## src/rtl/mem_port_arbiter_if.sv

```systemverilog
// Bundle of requester, memory-port and stall signals around mem_port_arbiter.
// The arbiter takes the slave view; the requesters and memory take the master view.
interface mem_port_arbiter_if #(
  parameter int unsigned ADDR_W = 32,
  parameter int unsigned DATA_W = 32
);
  logic              if_req;
  logic [ADDR_W-1:0] if_addr;
  logic              if_ready;
  logic [DATA_W-1:0] if_rdata;
  logic              dm_req;
  logic              dm_we;
  logic [ADDR_W-1:0] dm_addr;
  logic [DATA_W-1:0] dm_wdata;
  logic              dm_ready;
  logic [DATA_W-1:0] dm_rdata;
  logic              mem_req;
  logic              mem_we;
  logic [ADDR_W-1:0] mem_addr;
  logic [DATA_W-1:0] mem_wdata;
  logic              mem_ack;
  logic [DATA_W-1:0] mem_rdata;
  logic              stall;

  modport slave (
    input  if_req, if_addr, dm_req, dm_we, dm_addr, dm_wdata, mem_ack, mem_rdata,
    output if_ready, if_rdata, dm_ready, dm_rdata, mem_req, mem_we, mem_addr, mem_wdata,
    output stall
  );

  modport master (
    output if_req, if_addr, dm_req, dm_we, dm_addr, dm_wdata, mem_ack, mem_rdata,
    input  if_ready, if_rdata, dm_ready, dm_rdata, mem_req, mem_we, mem_addr, mem_wdata,
    input  stall
  );
endinterface

```

## src/rtl/mem_port_arbiter.sv

```systemverilog
// Shares one memory port between a fetch (if) and a data (dm) requester.
// Data wins by default; a streak counter forces a fetch grant after MAX_STREAK data grants.
module mem_port_arbiter #(
  parameter int unsigned ADDR_W     = 32,
  parameter int unsigned DATA_W     = 32,
  parameter int unsigned MAX_STREAK = 4
) (
  input logic               clock,
  input logic               reset,
  mem_port_arbiter_if.slave bus
);

  localparam logic [1:0] IDLE   = 2'd0;
  localparam logic [1:0] GNT_IF = 2'd1;
  localparam logic [1:0] GNT_DM = 2'd2;

  localparam logic [3:0] StreakMax = 4'(MAX_STREAK);

  logic [1:0]        state_q, state_d;
  logic [3:0]        streak_q, streak_d;
  logic              mem_we_q, mem_we_d;
  logic [ADDR_W-1:0] mem_addr_q, mem_addr_d;
  logic [DATA_W-1:0] mem_wdata_q, mem_wdata_d;
  logic              if_ready_q, if_ready_d;
  logic              dm_ready_q, dm_ready_d;
  logic [DATA_W-1:0] if_rdata_q, if_rdata_d;
  logic [DATA_W-1:0] dm_rdata_q, dm_rdata_d;

  logic if_elig, dm_elig, grant_if, grant_dm;

  // A requester in its ready cycle still shows the request it just completed.
  assign if_elig = bus.if_req & ~if_ready_q;
  assign dm_elig = bus.dm_req & ~dm_ready_q;

  // Priority follows the raw dm request, so a dm requester in its ready cycle keeps its turn.
  assign grant_if = (state_q == IDLE) & if_elig & (~bus.dm_req | (streak_q == StreakMax));
  assign grant_dm = (state_q == IDLE) & dm_elig & ~grant_if;

  always_comb begin
    state_d     = state_q;
    streak_d    = streak_q;
    mem_we_d    = mem_we_q;
    mem_addr_d  = mem_addr_q;
    mem_wdata_d = mem_wdata_q;
    if_ready_d  = 1'b0;
    dm_ready_d  = 1'b0;
    if_rdata_d  = if_rdata_q;
    dm_rdata_d  = dm_rdata_q;
    case (state_q)
      IDLE: begin
        if (grant_if) begin
          state_d     = GNT_IF;
          streak_d    = 4'd0;
          mem_we_d    = 1'b0;
          mem_addr_d  = bus.if_addr;
          mem_wdata_d = '0;
        end else if (grant_dm) begin
          state_d     = GNT_DM;
          mem_we_d    = bus.dm_we;
          mem_addr_d  = bus.dm_addr;
          mem_wdata_d = bus.dm_wdata;
          if (!bus.if_req) begin
            streak_d = 4'd0;
          end else if (streak_q >= StreakMax) begin
            streak_d = StreakMax;
          end else begin
            streak_d = streak_q + 4'd1;
          end
        end
      end
      GNT_IF: begin
        if (bus.mem_ack) begin
          state_d    = IDLE;
          if_ready_d = 1'b1;
          if_rdata_d = bus.mem_rdata;
        end
      end
      GNT_DM: begin
        if (bus.mem_ack) begin
          state_d    = IDLE;
          dm_ready_d = 1'b1;
          if (!mem_we_q) begin
            dm_rdata_d = bus.mem_rdata;
          end
        end
      end
      default: state_d = IDLE;
    endcase
  end

  always_ff @(posedge clock or posedge reset) begin
    if (reset) begin
      state_q     <= IDLE;
      streak_q    <= 4'd0;
      mem_we_q    <= 1'b0;
      mem_addr_q  <= '0;
      mem_wdata_q <= '0;
      if_ready_q  <= 1'b0;
      dm_ready_q  <= 1'b0;
      if_rdata_q  <= '0;
      dm_rdata_q  <= '0;
    end else begin
      state_q     <= state_d;
      streak_q    <= streak_d;
      mem_we_q    <= mem_we_d;
      mem_addr_q  <= mem_addr_d;
      mem_wdata_q <= mem_wdata_d;
      if_ready_q  <= if_ready_d;
      dm_ready_q  <= dm_ready_d;
      if_rdata_q  <= if_rdata_d;
      dm_rdata_q  <= dm_rdata_d;
    end
  end

  assign bus.mem_req   = (state_q != IDLE);
  assign bus.mem_we    = mem_we_q;
  assign bus.mem_addr  = mem_addr_q;
  assign bus.mem_wdata = mem_wdata_q;
  assign bus.if_ready  = if_ready_q;
  assign bus.if_rdata  = if_rdata_q;
  assign bus.dm_ready  = dm_ready_q;
  assign bus.dm_rdata  = dm_rdata_q;
  assign bus.stall     = (bus.if_req & ~if_ready_q) | (bus.dm_req & ~dm_ready_q);

endmodule

```

## src/flat_wrapper.sv

```systemverilog
// flat-port wrapper written by rule: the top's interface ports become plain ports
module mem_port_arbiter_flat 
#(
  parameter int unsigned ADDR_W     = 32,
  parameter int unsigned DATA_W     = 32,
  parameter int unsigned MAX_STREAK = 4
)
  (clock, reset, bus_if_req, bus_if_addr, bus_dm_req, bus_dm_we, bus_dm_addr, bus_dm_wdata, bus_mem_ack, bus_mem_rdata, bus_if_ready, bus_if_rdata, bus_dm_ready, bus_dm_rdata, bus_mem_req, bus_mem_we, bus_mem_addr, bus_mem_wdata, bus_stall);
  mem_port_arbiter_if #(.ADDR_W(ADDR_W), .DATA_W(DATA_W)) bus_i ();
  input logic clock;
  input logic reset;
  input wire logic [$bits(bus_i.if_req)-1:0] bus_if_req;
  input wire logic [$bits(bus_i.if_addr)-1:0] bus_if_addr;
  input wire logic [$bits(bus_i.dm_req)-1:0] bus_dm_req;
  input wire logic [$bits(bus_i.dm_we)-1:0] bus_dm_we;
  input wire logic [$bits(bus_i.dm_addr)-1:0] bus_dm_addr;
  input wire logic [$bits(bus_i.dm_wdata)-1:0] bus_dm_wdata;
  input wire logic [$bits(bus_i.mem_ack)-1:0] bus_mem_ack;
  input wire logic [$bits(bus_i.mem_rdata)-1:0] bus_mem_rdata;
  output wire logic [$bits(bus_i.if_ready)-1:0] bus_if_ready;
  output wire logic [$bits(bus_i.if_rdata)-1:0] bus_if_rdata;
  output wire logic [$bits(bus_i.dm_ready)-1:0] bus_dm_ready;
  output wire logic [$bits(bus_i.dm_rdata)-1:0] bus_dm_rdata;
  output wire logic [$bits(bus_i.mem_req)-1:0] bus_mem_req;
  output wire logic [$bits(bus_i.mem_we)-1:0] bus_mem_we;
  output wire logic [$bits(bus_i.mem_addr)-1:0] bus_mem_addr;
  output wire logic [$bits(bus_i.mem_wdata)-1:0] bus_mem_wdata;
  output wire logic [$bits(bus_i.stall)-1:0] bus_stall;
  assign bus_i.if_req = bus_if_req;
  assign bus_i.if_addr = bus_if_addr;
  assign bus_i.dm_req = bus_dm_req;
  assign bus_i.dm_we = bus_dm_we;
  assign bus_i.dm_addr = bus_dm_addr;
  assign bus_i.dm_wdata = bus_dm_wdata;
  assign bus_i.mem_ack = bus_mem_ack;
  assign bus_i.mem_rdata = bus_mem_rdata;
  assign bus_if_ready = bus_i.if_ready;
  assign bus_if_rdata = bus_i.if_rdata;
  assign bus_dm_ready = bus_i.dm_ready;
  assign bus_dm_rdata = bus_i.dm_rdata;
  assign bus_mem_req = bus_i.mem_req;
  assign bus_mem_we = bus_i.mem_we;
  assign bus_mem_addr = bus_i.mem_addr;
  assign bus_mem_wdata = bus_i.mem_wdata;
  assign bus_stall = bus_i.stall;
  mem_port_arbiter #(.ADDR_W(ADDR_W), .DATA_W(DATA_W), .MAX_STREAK(MAX_STREAK)) u_core (.clock(clock), .reset(reset), .bus(bus_i));
endmodule
```

## config.mk

```make
export PLATFORM = sky130hd
export DESIGN_NAME = mem_port_arbiter_flat
export DESIGN_NICKNAME = d
export VERILOG_FILES = /design/src/rtl/mem_port_arbiter_if.sv /design/src/rtl/mem_port_arbiter.sv /design/src/flat_wrapper.sv
export SDC_FILE = /design/constraint.sdc
export NUM_CORES = 1
export LEC_CHECK = 0
export CAP_MARGIN = 20
export CORE_ASPECT_RATIO = 0.8
export CORE_UTILIZATION = 30
export CTS_CLUSTER_DIAMETER = 100
export DETAILED_ROUTE_END_ITERATION = 7
export GPL_ROUTABILITY_DRIVEN = 1
export GPL_TIMING_DRIVEN = 1
export PLACE_DENSITY = 0.68
export SETUP_SLACK_MARGIN = 0.2
export SLEW_MARGIN = 10
export SYNTH_ARGS = -nofsm -noshare
export SYNTH_HDL_FRONTEND = slang
export SYNTH_SLANG_ARGS = --single-unit
```

## constraint.sdc

```tcl
create_clock -name clock -period 4.8 [get_ports clock]
set_input_delay 0.96 -clock clock [delete_from_list [all_inputs] [get_ports clock]]
set_output_delay 0.96 -clock clock [all_outputs]
set_load 0.05 [all_outputs]
```

== After elaboration in Yosys (flattened, before gate mapping) ==
Cells that the tools add are included.

* Equality and inequality tests: 5
* Muxes and demuxes: 17
* Add/sub/neg operators: 1
* Reductions and logical operators: 8
* Magnitude comparators: 1
* Bitwise gates (word level): 13

{| class="wikitable"
|+ Operators with widths
! kind !! number
|-
| 32-bit 2-to-1 mux || 4
|-
| 4-bit 2-to-1 mux || 4
|-
| 1-bit bitwise AND || 6
|-
| 2-bit 2-to-1 mux || 3
|-
| 2-bit AND reduction || 3
|-
| 1-bit 2-to-1 mux || 5
|-
| 1-bit inverter || 5
|-
| 4-bit by 1-bit adder with 4-bit output (second input constant) || 1
|-
| 4-bit by 3-bit == test with 1-bit output (second input constant) || 1
|-
| 4-bit by 3-bit greater-or-equal comparator with 1-bit output (second input constant) || 1
|-
| 2-bit one-hot mux with 2 select lines || 1
|-
| 2-bit nonzero test || 2
|-
| 3-bit by 1-bit != test with 1-bit output (second input constant) || 1
|-
| 3-bit AND reduction || 1
|-
| 2-bit by 1-bit == test with 1-bit output (second input constant) || 1
|-
| 2-bit == test (second input constant) || 1
|-
| 2-bit logical NOT || 1
|-
| 2-bit by 1-bit != test with 1-bit output (second input constant) || 1
|-
| 1-bit OR || 2
|-
| 2-bit OR reduction || 1
|}

* Output and inout port bits: 133
* Logic and storage cells: 54
* Register bits: 137

== Depth between registers and ports, before layout ==
Gate-level depths: netlist of the first run.

* Word-level depth: 9
* Mapped depth: 8

== Least setup slack after synthesis of the first run ==
No wires, ideal clock.

* Path type: input port to output port
* Start point: input port bus_if_req
* End point: output port bus_stall
* Arrival: 2.077 ns
* Path slack: 1.763 ns
* Data required time: 3.840 ns
* Buffers on the path: 0
* Cell stages on the path: 2
* Cells stage by stage: inv_1 -> o21ai_0

* Word-level cells in the longest chain between the ends: 2

{| class="wikitable"
|+ Ends and longest elaborated chain
! item !! line !! RTL
|-
| from (decl) || flat_wrapper.sv:12 || <nowiki>input wire logic [$bits(bus_i.if_req)-1:0] bus_if_req;</nowiki>
|-
| 1-bit bitwise AND || mem_port_arbiter.sv:123 || <nowiki>assign bus.stall = (bus.if_req & ~if_ready_q) | (bus.dm_req & ~dm_ready_q);</nowiki>
|-
| 1-bit OR || mem_port_arbiter.sv:123 ||
|-
| to (decl) || flat_wrapper.sv:28 || <nowiki>output wire logic [$bits(bus_i.stall)-1:0] bus_stall;</nowiki>
|}

Every way passes these cells.

== Final worst setup path of the first run ==
* Start point: input port bus_dm_req
* End point: output port bus_stall

* Word-level cells in the longest chain between the ends: 2

{| class="wikitable"
|+ Ends and longest elaborated chain
! item !! line !! RTL
|-
| from (decl) || flat_wrapper.sv:14 || <nowiki>input wire logic [$bits(bus_i.dm_req)-1:0] bus_dm_req;</nowiki>
|-
| 1-bit bitwise AND || mem_port_arbiter.sv:123 ||
|-
| 1-bit OR || mem_port_arbiter.sv:123 ||
|}

Every way passes these cells.

==> results of run 1 <==
power by group:
part,switching [mW],internal [mW]
clock network,0.561,0.742
logic,2.68,1.67
registers,0.294,1.70
total,3.53,4.11
worst max path at each step:
| stage | to | slack, ns | cells past startpoint |
|---|---|---|---|
| 5_1_grt | bus_stall | 1.20 | 4 |
| 4_1_cts | bus_stall | 1.24 | 4 |
| 6_report | bus_stall | 1.23 | 4 |
| 2_1_floorplan | bus_stall | 1.76 | 2 |
| 3_3_place_gp | bus_stall | 1.27 | 4 |
| 3_5_place_dp | bus_stall | 1.24 | 4 |
synthesized netlist by cell type:
cell type	number	area, sq um
a21oi_1	37	185
mux2_2	100	1130
nor4_1	1	6.26
nand2b_1	2	12.5
nand2_1	70	263
dfrtp_1	137	3430
a21o_1	1	7.51
buf_1	4	15.0
buf_6	6	67.6
nor2_1	2	7.51
ha_1	5	62.6
mux2_1	1	11.3
clkbuf_1	3	11.3
o22ai_1	1	6.26
or4b_2	1	10.0
inv_1	8	30.0
nand3b_1	3	22.5
or2_2	1	6.26
mux2_4	27	405
o311ai_0	1	8.76
o21ai_0	1	5.00
and3b_4	1	12.5
and2_1	1	6.26
o211a_1	1	10.0
nor2b_1	1	6.26
o221a_2	1	11.3
buf_2	12	60.1
a32o_1	1	10.0
critical path: cells and delay by family:
family,cells,cell delay [ns]
AOI/OAI and AO/OA,1,0.10
buffers and inverters,2,1.42
and+or+nand+nor,1,0.12
registers in the layout, summed over array words and instances, names as in the netlist:
signal,flops
u_core.bus.if_ready,1
u_core.streak_q,4
u_core.state_q,2
u_core.bus.mem_addr,32
u_core.bus.if_rdata,32
u_core.bus.dm_rdata,32
u_core.bus.mem_we,1
u_core.bus.mem_wdata,32
u_core.bus.dm_ready,1
layout by cell type (no fill, tap or decap), types with 2 or more instances in the layout:
cell type | netlist | final
clkdlybuf4s50_1 | 0 | 266
nand3b_1 | 3 | 3
buf_4 | 0 | 5
inv_8 | 0 | 4
clkinv_4 | 0 | 2
clkbuf_16 | 0 | 17
nor2_1 | 2 | 2
inv_1 | 8 | 7
mux2_2 | 100 | 100
clkinvlp_4 | 0 | 2
mux2_4 | 27 | 27
a21oi_1 | 37 | 36
inv_6 | 0 | 6
nand2_1 | 70 | 70
ha_1 | 5 | 5
dfrtp_1 | 137 | 137
logic make-up (layout without fill, tap and decap cells):
logic type / count (synthesis) / after routing / share of synthesized area
DFF: 137 / 137 / 0.590
and+or+nand+nor: 83 / 83 / 0.0607
muxes: 128 / 128 / 0.265
AOI/OAI and AO/OA: 44 / 44 / 0.0420
adders and majority gates: 5 / 5 / 0.0108
buffers and inverters: 33 / 312 / 0.0316
metal layers:
metal | up-vias | wire (um) | share of wire | track usage
met5 | - | 0 | 0 | 0
met4 | 0 | 238 | 0.015 | 0.0434
met3 | 17 | 1330 | 0.086 | 0.0704
met2 | 173 | 7340 | 0.48 | 0.267
met1 | 2111 | 6490 | 0.42 | 0.182
li1 | 2012 | - | - | -
per-stage QoR:
stage	setup slack (ns)	area [sq um]
2_1_floorplan	1.76	5820
6_report	1.23	9310
3_5_place_dp	1.24	8710
5_1_grt	1.20	9310
3_3_place_gp	1.27	8710
4_1_cts	1.24	9310
area by class of cell:
type                            count  share of cell area
Clock inverter                     15              0.0181
Timing Repair Buffer              272               0.292
Sequential cell                   137               0.368
Inverter                            8             0.00363
Tap cell                          258              0.0347
Clock buffer                       17              0.0457
Multi-Input combinational cell    260               0.237
==> flow_summary.yaml, run 1 <==
status:
  status: "finished clean"
critical_path:
  startpoint_type: "input pin"
  cpMostUsedCell: "clkdlybuf4s50_1"
  r2r_slack_ns: 2.29
  reg2reg_to: "u_core.bus.mem_addr[20]"
  cp.arrival_ns: 2.61
  slowest_stage: "clkdlybuf4s50_1"
  critical_path.endpoint_type: "primary output"
  crit_path_start: "bus_dm_req"
  r2r.worst_path.cells: 5
  crit_chain: "clkdlybuf4s50_1 > nand2b_1 > o21ai_0 > clkdlybuf4s50_1"
  cp.required_ns: 3.84
  critPathMaxFanout: 6
  worst_path_largest_cell_delay_ns: 0.83
  reg2reg_from: "u_core.state_q[1]"
  crit_type: "in -> out"
detailed_routing:
  antenna_left: 0
  vias_per_cell: 4.46
  drcViolationCount: 0
  dr.first_iter.drc_count: 106
  wl_per_cell_um: 15.9
  drt_first_pass_iters: 4
  vias: 4313
  drt-total-wl_um: 15400
floorplan:
  dieWidth_um: 158
  dieArea_sq_mm: 0.0199
  num_rows: 45
  core_area_sq_mm: 0.0190
  fp.dieH_um: 127
  start_util: 0.306
  io_pins: 267
synthesis:
  synth_area_per_cell_sq_um: 13.5
  ys_seq_elements: 137
  ys_warn_count: 0
  synth_nets: 569
  netlist_instances: 430
  seq_area_frac_synth: 0.590
  synth.lib_cells_used.distinct: 28
  synth.cell_area_sq_mm: 0.00581
final_layout:
  instances_no_fill: 967
  multiInputGateArea_sq_mm: 0.00221
  regArea_sq_mm: 0.00343
  final_core_util: 0.491
  layout.nets: 835
  areaGrowthSynthToFinish_pct: 60.1
  drive_gt1_frac: 0.243
  nFillCells: 1665
  diodes: 0
run:
  maxCapViolCount: 0
hold_path:
  holdPathEnd: "u_core.bus.dm_rdata[30]"
  worstHoldPathType: "reg -> reg"
  min_path_cells: 1
  hp-start: "u_core.bus.dm_rdata[30]"
cts:
  cts_tree: "done"
  clock_latency_ns: 0.42
  cts_hold_buf: 0
  cts_setup_buffers: 0
  cts.repair.resized: 0
  cts_made_buffers: 17
  cts_root_buf: "clkbuf_16"
  cts_sinks: 137
  clk_pin_slew_ns: 0.06
  h-tree-depth: 4
  clockBufferDepth: 2
global_route:
  grt_first_pass_wirelength_um: 24600
  antenna_found_initial: 0
  grt_pass1_vias: 4705
  track_usage: 0.159
  grt-ovfl-total: 0
  grt_start_max_net_pins: 87
timing:
  worst_pin_slew_ns: 1.01
  fin_crit_ns: 3.57
  fin_crit_sh: 0.743
  rsz0062_at_grt: "false"
  hold_slack_ns: 0.502
  maxClockFrequency_mhz: 280
  clock_skew_ns: 0.00954
  setup_violations: 0
  fin_setup_tns_ns: 0
  relSlewSlack: 0.325
  maxSlewViolCount: 0
  hold_viol_final: 0
placement:
  gp_congestion: 0.785
  dp_hpwl_um: 11100
  place_inst: 935
  io_buffers: 266
power:
  peakVddDrop_v: 0.000464
  leakage_nw: 3.97
  p_total_mw: 7.64
  p_per_area_mw_per_mm2: 821
(Power assumes the default switching activity.)
==> run 2, diff against run 1 <==
PLACE_DENSITY = 0.65   (was 0.68)
clock period = 3.7 ns   (was 4.8 ns; I/O delays follow)
==> run 2 against run 1 <==
Clock power rose by 30%. Wire length rose by 3.3%. Register-to-register slack got worse by 0.87 ns. Critical path type unchanged. Largest power group unchanged.
==> flow_summary.yaml, run 2 (synthesis gave the netlist of run 1 again) <==
status:
  status: "finished clean"
cts:
  cts_tree: "done"
  clk_pin_slew_ns: 0.06
  clockBufferDepth: 2
  cts_made_buffers: 17
  cts_setup_buffers: 0
  cts_sinks: 137
  cts_hold_buf: 0
  h-tree-depth: 4
  clock_latency_ns: 0.41
  cts.repair.resized: 0
  cts_root_buf: "clkbuf_16"
floorplan:
  io_pins: 267
  start_util: 0.306
  fp.dieH_um: 127
  num_rows: 45
  dieArea_sq_mm: 0.0199
  dieWidth_um: 158
  core_area_sq_mm: 0.0190
timing:
  fin_setup_tns_ns: 0
  rsz0062_at_grt: "false"
  relSlewSlack: 0.337
  maxClockFrequency_mhz: 321
  fin_crit_ns: 3.11
  maxSlewViolCount: 0
  hold_viol_final: 0
  setup_slack_ns: 0.589
  setup_violations: 0
  clock_skew_ns: 0.0125
  fin_crit_sh: 0.841
  worst_pin_slew_ns: 0.995
global_route:
  met1_usage: 0.186
  grt_first_pass_wirelength_um: 24800
  antenna_found_initial: 0
  grt_use_met2: 0.269
  track_usage: 0.161
  grt-ovfl-total: 0
  grt_start_max_net_pins: 69
  use_met3: 0.0755
  grt_pass1_vias: 4752
  busiest_layer: "met2"
detailed_routing:
  antenna_left: 0
  vias: 4351
  drcViolationCount: 0
  drt_first_pass_iters: 4
  drt-total-wl_um: 15900
  wl_per_cell_um: 16.4
  vias_per_cell: 4.49
  dr.first_iter.drc_count: 174
critical_path:
  crit_type: "in -> out"
  critical_path.endpoint_type: "primary output"
  cp.arrival_ns: 2.37
  cp.required_ns: 2.96
  startpoint_type: "input pin"
  reg2reg_from: "u_core.state_q[0]"
  critPathMaxFanout: 6
  r2r_slack_ns: 1.42
  r2r.worst_path.cells: 5
  crit_path_start: "bus_dm_req"
  reg2reg_to: "u_core.bus.mem_addr[24]"
final_layout:
  final_core_util: 0.491
  final_cell_mix: "266 x clkdlybuf4s50_1, 137 x dfrtp_1, 100 x mux2_2"
  diodes: 0
  areaGrowthSynthToFinish_pct: 60.1
  drive_gt1_frac: 0.245
  layout.nets: 836
  final_common_cell: "clkdlybuf4s50_1"
power:
  p_per_area_mw_per_mm2: 1070
  peakVddDrop_v: 0.000538
  leakage_nw: 3.97
placement:
  gp_congestion: 0.765
  dp_slack_ns: 0.596
  io_buffers: 266
  dp_hpwl_um: 11400
hold_path:
  hp-start: "u_core.bus.dm_rdata[18]"
  min_path_cells: 1
  holdPathEnd: "u_core.bus.dm_rdata[18]"
  worstHoldPathType: "reg -> reg"
run:
  maxCapViolCount: 0
[run 2: critical path: stages]
cell and delay, ns:
clkdlybuf4s50_1 0.58, nand2b_1 0.13, o21ai_0 0.09, clkdlybuf4s50_1 0.83
[run 2: power by group]
group          internal [mW]  total (mW)  switching, mW
Sequential              2.21        2.59          0.381
Combinational           2.17        5.66           3.49
Clock                  0.972        1.69          0.715
Total                   5.35        9.93           4.58
[run 2: worst max path at each step]
stage                      endpoint  slack [ns]  depth (start not counted)
final                     bus_stall        0.59                          4
after global routing      bus_stall        0.53                          4
after CTS                 bus_stall        0.60                          4
after detailed placement  bus_stall        0.60                          4
after global placement    bus_stall        0.60                          4
after floorplan           bus_stall        1.10                          2
[run 2: final cells by class]
cell class,count,area (sq um)
multi-input cells,260,2210
fillers,1661,9660
clock inverters,14,150
clock buffers,18,439
repair buffers,273,2730
well taps,258,323
flip-flops and latches,137,3430
inverters,8,33.8
[run 2: metrics by stage]
step	instance area (sq um)	total power, mW	hold slack [ns]	instances
6_report	9310	9.93	0.499	968
5_1_grt	9310	10.4	0.512	968
2_1_floorplan	5820	6.39	0.519	430
3_5_place_dp	8720	8.29	0.489	936
3_3_place_gp	8720	8.18	0.478	936
4_1_cts	9310	10.0	0.504	968
[run 2: layer usage]
metal | part of all wire | up-vias
met5 | 0 | -
met4 | 0.0077 | 0
met3 | 0.10 | 9
met2 | 0.48 | 173
met1 | 0.41 | 2155
li1 | - | 2014
==> run 3, diff against run 2 <==
clock period = 2.9 ns   (was 3.7 ns; I/O delays follow)
==> run 3 against run 2 <==
Count of clock-buffer cells in the layout did not move. Final cell count grew 0.31%. Critical path depth did not move. Wire length fell by 0.24%. Largest power group unchanged. Setup slack better by 0.065 ns. Sequential power increased by 27%. Die area unchanged. Worst hold slack better by 0.0034 ns.
==> flow_summary.yaml, run 3 (synthesis gave the netlist of run 1 again) <==
cts:
  cts.repair.resized: 0
  clock_latency_ns: 0.42
  cts_setup_buffers: 0
  cts_tree: "done"
  cts_sinks: 137
  cts_made_buffers: 17
  clk_pin_slew_ns: 0.06
  cts_hold_buf: 0
  clockBufferDepth: 2
  h-tree-depth: 4
  cts_root_buf: "clkbuf_16"
critical_path:
  worst_path_largest_cell_delay_ns: 0.42
  cp.required_ns: 2.32
  cpMostUsedCell: "inv_1"
  crit_type: "reg -> out"
  startpoint_type: "flip-flop"
  critical_path.endpoint_type: "primary output"
  crit_chain: "inv_1 > ha_1 > inv_1 > dlymetal6s2s_1"
  cp_num_buf_inv: 3
  cp.arrival_ns: 1.67
  critPathMaxFanout: 7
  r2r_slack_ns: 0.69
  critical-path-top-delay-family: "buffers and inverters"
  slowest_stage: "dlymetal6s2s_1"
timing:
  fin_crit_ns: 2.25
  maxSlewViolCount: 0
  maxClockFrequency_mhz: 445
  clock_skew_ns: 0.00983
  hold_viol_final: 0
  worst_pin_slew_ns: 0.927
  setup_violations: 0
  relSlewSlack: 0.382
  fin_crit_sh: 0.775
  rsz0062_at_grt: "false"
  fin_setup_tns_ns: 0
detailed_routing:
  drt-total-wl_um: 15900
  wl_per_cell_um: 16.3
  dr.first_iter.drc_count: 193
  antenna_left: 0
  drcViolationCount: 0
  vias_per_cell: 4.53
  drt_first_pass_iters: 4
  vias: 4397
floorplan:
  io_pins: 267
  start_util: 0.306
  dieWidth_um: 158
  num_rows: 45
  core_area_sq_mm: 0.0190
  fp.dieH_um: 127
  dieArea_sq_mm: 0.0199
final_layout:
  drive_gt1_frac: 0.250
  final_cell_mix: "264 x clkdlybuf4s50_1, 137 x dfrtp_1, 100 x mux2_2"
  layout.nets: 839
  diodes: 0
  final_common_cell: "clkdlybuf4s50_1"
  instances_no_fill: 971
  areaGrowthSynthToFinish_pct: 60.8
placement:
  place_inst: 939
  io_buffers: 266
  dp_hpwl_um: 11200
  gp_congestion: 0.813
power:
  p_comb_frac: 0.573
  p_switching_mw: 5.84
  p_per_area_mw_per_mm2: 1350
  peakVddDrop_v: 0.000772
  leakage_nw: 4.00
  p_int_mw: 6.76
  clkPwrFrac: 0.165
  seq_power_share: 0.262
  switching_share: 0.464
hold_path:
  worstHoldPathType: "reg -> reg"
run:
  maxCapViolCount: 0
global_route:
  track_usage: 0.164
  grt_start_max_net_pins: 61
  grt_first_pass_wirelength_um: 25100
  antenna_found_initial: 0
  grt_pass1_vias: 4792
  grt-ovfl-total: 0
status:
  status: "finished clean"
==> run 3: changes by cell type in the layout (fill, tap and decap cells not counted), sizes merged <==
cell	delta
dlymetal6s2s	+1
bufinv	-1
buf	+4
clkdlybuf4s50	-2
clkinv	+1
==> run 3: stage by stage <==
| stage | worst slack (ns) | hold WS [ns] | total power, mW | util | area, sq um |
|---|---|---|---|---|---|
| floorplan | 0.595 | 0.519 | 8.16 | - | 5820 |
| global placement | 0.409 | 0.479 | 10.5 | 0.463 | 8780 |
| detailed placement | 0.338 | 0.491 | 10.6 | 0.463 | 8780 |
| CTS | 0.241 | 0.507 | 12.7 | 0.493 | 9350 |
| global route | 0.514 | 0.516 | 13.2 | 0.493 | 9350 |
| finish | 0.653 | 0.502 | 12.6 | 0.493 | 9350 |
==> run 3: layout make-up <==
| class | instances | area (sq um) |
|---|---|---|
| clock buffers | 18 | 439 |
| flip-flops and latches | 137 | 3430 |
| well taps | 258 | 323 |
| clock inverters | 14 | 126 |
| fillers | 1664 | 9630 |
| inverters | 8 | 33.8 |
| multi-input cells | 260 | 2210 |
| repair buffers | 276 | 2790 |
==> run 3: final timing paths <==
kind	from	end	cells past startpoint
min	u_core.bus.dm_rdata[21]	u_core.bus.dm_rdata[21]	1
min reg2reg	u_core.bus.dm_rdata[21]	u_core.bus.dm_rdata[21]	1
max reg2reg	u_core.state_q[1]	u_core.bus.mem_addr[18]	5
min in group asynchronous	reset	u_core.bus.dm_rdata[3]	2
max	u_core.state_q[1]	bus_mem_req	4
max in group asynchronous	reset	u_core.bus.mem_addr[19]	3
==> run 3: power groups by stage <==
stage               combinational, mW  clock [mW]  sequential (mW)
floorplan                        1.81           0             6.35
global placement                 7.19           0             3.28
detailed placement               7.27           0             3.33
CTS                              7.29        2.14             3.31
global route                     7.55        2.23             3.41
finish                           7.23        2.08             3.30
==> run 3: per-layer routing <==
layer	share of wire	track usage	vias up
li1	-	-	2018
met1	0.41	0.190	2183
met2	0.49	0.275	181
met3	0.095	0.0632	15
met4	0.013	0.0588	0
met5	0	0	-
